### config.mk
export PLATFORM = sky130hd
export DESIGN_NAME = switch_box_config_loader
export DESIGN_NICKNAME = d
export VERILOG_FILES = /design/src/rtl/switch_box_config_loader.sv
export SDC_FILE = /design/constraint.sdc
export NUM_CORES = 1
export LEC_CHECK = 0
export CORE_ASPECT_RATIO = 0.6
export CORE_MARGIN = 4
export CORE_UTILIZATION = 46
export DETAILED_ROUTE_END_ITERATION = 8
export HOLD_SLACK_MARGIN = 0.08
export PLACE_DENSITY = 0.69
export SLEW_MARGIN = 25
export SYNTH_ARGS = -nofsm -noshare
export SYNTH_HDL_FRONTEND = slang
export SYNTH_SLANG_ARGS = --single-unit
### constraint.sdc
create_clock -name clk -period 2.35 [get_ports clk]
set_input_delay 0.235 -clock clk [delete_from_list [all_inputs] [get_ports clk]]
set_output_delay 0.235 -clock clk [all_outputs]
set_load 0.03 [all_outputs]
### src/rtl/switch_box_config_loader.sv
// Serial config loader for a chain of switch box elements, shadow frame plus commit.
// Optional even-parity frame check is enabled with macro CFG_PARITY_EN.
module switch_box_config_loader #(
    parameter int NUM_ELEMENTS = 4
) (
    input  logic                      clk,
    input  logic                      rst,
    input  logic                      cfg_valid,
    input  logic                      cfg_bit,
    output logic                      cfg_ready,
    input  logic                      cfg_commit,
    input  logic                      cfg_clear,
    output logic                      cfg_full,
    output logic                      cfg_done,
    output logic                      cfg_err,
    output logic [8*NUM_ELEMENTS-1:0] c_out
);

    localparam int TOTAL = 8*NUM_ELEMENTS;
`ifdef CFG_PARITY_EN
    localparam int FRAME = TOTAL + 1;
`else
    localparam int FRAME = TOTAL;
`endif
    localparam int CW = $clog2(FRAME+1);
    localparam logic [CW-1:0] TOT_C  = CW'(TOTAL);
    localparam logic [CW-1:0] LAST_C = CW'(FRAME-1);

    typedef enum logic {LOAD, FULL} state_t;

    state_t           state;
    logic [CW-1:0]    cnt;
    logic [TOTAL-1:0] shadow;
`ifdef CFG_PARITY_EN
    logic             par;
    logic             err_q;
    assign cfg_err = err_q;
`else
    assign cfg_err = 1'b0;
`endif

    always_ff @(posedge clk or posedge rst) begin
        if (rst) begin
            state     <= LOAD;
            cnt       <= '0;
            shadow    <= '0;
            c_out     <= '0;
            cfg_ready <= 1'b1;
            cfg_full  <= 1'b0;
            cfg_done  <= 1'b0;
`ifdef CFG_PARITY_EN
            par       <= 1'b0;
            err_q     <= 1'b0;
`endif
        end else begin
            cfg_done <= 1'b0;
            if (cfg_clear) begin
                // clear beats both a pending bit and a pending commit
                cnt       <= '0;
                state     <= LOAD;
                cfg_ready <= 1'b1;
                cfg_full  <= 1'b0;
            end else begin
                unique case (state)
                    LOAD: begin
                        if (cfg_valid) begin
                            if (cnt < TOT_C)
                                shadow <= {cfg_bit, shadow[TOTAL-1:1]};
`ifdef CFG_PARITY_EN
                            else
                                par <= cfg_bit;
`endif
                            cnt <= cnt + 1'b1;
                            if (cnt == LAST_C) begin
                                state     <= FULL;
                                cfg_ready <= 1'b0;
                                cfg_full  <= 1'b1;
                            end
                        end
                    end
                    FULL: begin
                        if (cfg_commit) begin
                            cnt       <= '0;
                            state     <= LOAD;
                            cfg_ready <= 1'b1;
                            cfg_full  <= 1'b0;
`ifdef CFG_PARITY_EN
                            if (par == ^shadow) begin
                                c_out    <= shadow;
                                cfg_done <= 1'b1;
                            end else begin
                                err_q <= 1'b1;
                            end
`else
                            c_out    <= shadow;
                            cfg_done <= 1'b1;
`endif
                        end
                    end
                    default: state <= LOAD;
                endcase
            end
        end
    end

endmodule
==> impl_metrics.tcl <==
set metrics [dict create \
    status "complete, no violations" \
    synth_instances 187 \
    count_of_buffer_and_inverter_cells_on_the_critical_path 1 \
    critical-path-max-stage-delay_ns 0.67 \
    floorplan.rows 22 \
    die-height_um 69.8 \
    synth.area.mux_share_pct 25.0 \
    ys_seq_area_share_pct 63.3 \
    yosys_register_bits 74 \
    cts_setup_buffers 0 \
    seqCellArea_um2 1850 \
    cts_hold_buf 0 \
    cts_root_buffer "clkbuf_8" \
    worstPathRequired_ns 2.12 \
    detail_route.drc_violations 0 \
    area_growth_syn_to_layout_pct 24.4 \
    async_flop_share_pct 100 \
    cts_sinks 74 \
    fin_ws_ns 0.560 \
    stdcell_area_um2 3640 \
    netlist-cell-type-count 31 \
    drv.max_cap_violation_count 0 \
    yosysTopAreaCellShare_pct 62.4 \
    end_kind "primary output" \
    antenna_found_initial 0 \
    drt_wirelength_um 4570 \
    route.antenna.remaining_nets 0 \
    number_of_fill_cells 500 \
    design.portCount 42 \
    timing_worst_setup_path_type "register to primary output" \
    min_tclk_post_route_ns 1.79 \
    power_report.internal_total_mw 2.16 \
    maxSlewViolCount 0 \
    synth_edf_count 0 \
    final_nets 240 \
    detail_route.wl_per_cell_um 14.2 \
    timing.clock.skew_ns 0.00817 \
    yosys.area.top_type "dfrtp_1" \
    gr-total-overflow 0 \
    cp_top_family "buffers and inverters" \
    dominantRegCellSynth "dfrtp_1" \
    drt-pass1-iter-count 4 \
    most_area_consuming_cells_after_synthesis "dfrtp_1, mux2_2, buf_6" \
    critPathLaunchType "register" \
    cts_tree "built" \
    synth_top_family_by_area "multiplexers" \
    crit_path_start "cfg_ready$_DFFE_PP1P_" \
    rsz0062_at_grt "no" \
    placeableCoreArea_um2 6140 \
    die_w_um 111 \
    drtIter0Drc 58 \
    routabilityCongestion 0.746 \
    p_leak_nw 1.72 \
    net_count_after_synthesis 194 \
    switching_power_mw 0.641 \
    fmax_ghz 0.559 \
    clock_path_buffers 2 \
    layoutNonFillerInstCount 322 \
    cp.arrival_ns 1.55 \
    placed_cells_incl_taps 306 \
    setup_viol 0 \
    clk_latency_ns 0.35 \
    final_period_util_pct 76.2 \
    grt_start_max_net_pins 75 \
    synth-adder-area-share_pct 0.428 \
    clkPwrFrac_pct 39.1 \
    hold-worst-slack_ns 0.253 \
    grt_pass1_vias 1559 \
    synth_simple_gate_area_share_pct 4.28 \
    power.combinational.fraction_pct 7.3 \
    synth_warnings 0 \
    grt_pass1_wl_um 7820 \
    diodes 0 \
    synth-compound-area-share_pct 3.46 \
    worst_ir_drop_vdd_mv 0.330 \
    cp_cell_instances "clkdlybuf4s50_1" \
    htreeDepth 3 \
    detailroute.via_count 1595 \
    critical_path.reg2reg.startpoint "state$_DFF_PP0_" \
    pre_cts_ws_ns 0.505 \
    worstHoldPathType "primary input to async pin" \
    hold_viol_final 0 \
    worst-path-max-fanout 2 \
    place_hpwl_um 2820 \
    area_taken_by_multi_input_logic_gates_um2 982 \
    power_frac_seq_pct 53.6 \
    drive_above_1_share_pct 37.0 \
    gr-usage-all-layers_pct 13.1 \
    buffer_ports.inserted 40 \
    initial_core_utilization_pct 47.7 \
    postSynthAreaPerCell_um2 15.6 \
    post_drt_via_cell_ratio 4.95 \
    numCtsBuffers 9 \
    detailed_place.area_um2 3410 \
    power-per-cell-area_nw_per_um2 769 \
    cts_resized 0 \
    netlist_area_um2 2930 \
    timing.setup.tns_ns 0 \
    worst_path_max_delay_cell "clkdlybuf4s50_1" \
    sw_frac_of_total_pct 22.9 \
    die-area_um2 7740 \
    clk_transition_reported_paths_ns 0.07 \
    synthXorXnorAreaFrac_pct 0.299 \
]
-- Yosys cell counts (2+ instances only) --
master / n
a21oi_1: 4
buf_6: 6
dfrtp_1: 73
inv_1: 3
mux2_1: 2
mux2_2: 62
nand2_1: 3
nand3_1: 2
nand3b_1: 2
nor2_1: 2
o21ai_0: 3
o21ba_2: 2
o22a_1: 2
or3_1: 4
-- layer usage --
metal / up-vias / wire length [um] / track usage, %
met3: 9 / 257 / 5.93
met2: 37 / 1870 / 17.0
met5: - / 0 / 0
met1: 792 / 2370 / 18.5
li1: 757 / - / -
met4: 0 / 78 / 5.74
-- area by class of cell --
| cell class | count | share of cell area, % |
|---|---|---|
| clock buffers | 10 | 3.78 |
| clock inverters | 6 | 2.44 |
| inverters | 3 | 0.309 |
| multi-input cells | 102 | 27.0 |
| flip-flops and latches | 74 | 50.9 |
| well taps | 84 | 2.89 |
| repair buffers | 43 | 12.7 |
-- power groups by stage --
stage | Sequential [mW] | Clock, mW | Combinational [mW]
6_report | 1.50 | 1.09 | 0.205
5_1_grt | 1.52 | 1.19 | 0.235
4_1_cts | 1.50 | 1.13 | 0.210
3_5_place_dp | 1.53 | 0 | 0.208
3_3_place_gp | 1.52 | 0 | 0.202
2_1_floorplan | 1.48 | 0 | 0.173
-- cells by family after synthesis --
family	after synthesis
XOR/XNOR	1
AO/OA/AOI/OAI	15
flip-flops	74
buffers and inverters	11
AND/OR/NAND/NOR	19
other	1
multiplexers	65
adder cells (fa/ha/maj)	1
-- final timing paths --
check	end	cells after the start	slack, ns
max in group asynchronous	shadow[20]$_DFFE_PP0P_	3	1.74
min in group clk	shadow[0]$_DFFE_PP0P_	1	0.50
min	c_out[10]$_DFFE_PP0P_	3	0.25
max reg2reg	shadow[8]$_DFFE_PP0P_	4	0.68
max	cfg_ready	1	0.56
min reg2reg	shadow[0]$_DFFE_PP0P_	1	0.50
-- cells in the final DEF, fill, tap and decap left out, types with 2 or more instances in the layout --
cell type,netlist,routed
clkdlybuf4s50_1,0,40
nor2_1,2,2
o22a_1,2,2
bufinv_16,0,2
o21ba_2,2,2
buf_12,0,3
inv_1,3,2
dfrtp_1,73,73
o21ai_0,3,3
nand2_1,3,3
mux2_1,2,2
nand3_1,2,2
a21oi_1,4,4
clkbuf_8,0,10
mux2_2,62,62
clkinvlp_4,0,2
nand3b_1,2,2
or3_1,4,4
-- sequential cells by signal, summed over array words and instances (netlist names) --
name,count
c_out,32
cfg_done,1
cfg_full,1
cfg_ready,1
cnt,6
shadow,32
state,1
-- through the flow --
stage               utilization, %  total power [mW]
finish                        59.3              2.80
detailed placement            55.6              1.73
global placement              55.6              1.73
CTS                           59.3              2.84
global route                  59.3              2.94
floorplan                        -              1.66
-- worst min-delay path, cell delays in order --
cell and delay (ns):
clkdlybuf4s50_1 0.41, inv_2 0.07, buf_12 0.29
Power figures use the tool's default switching activity.
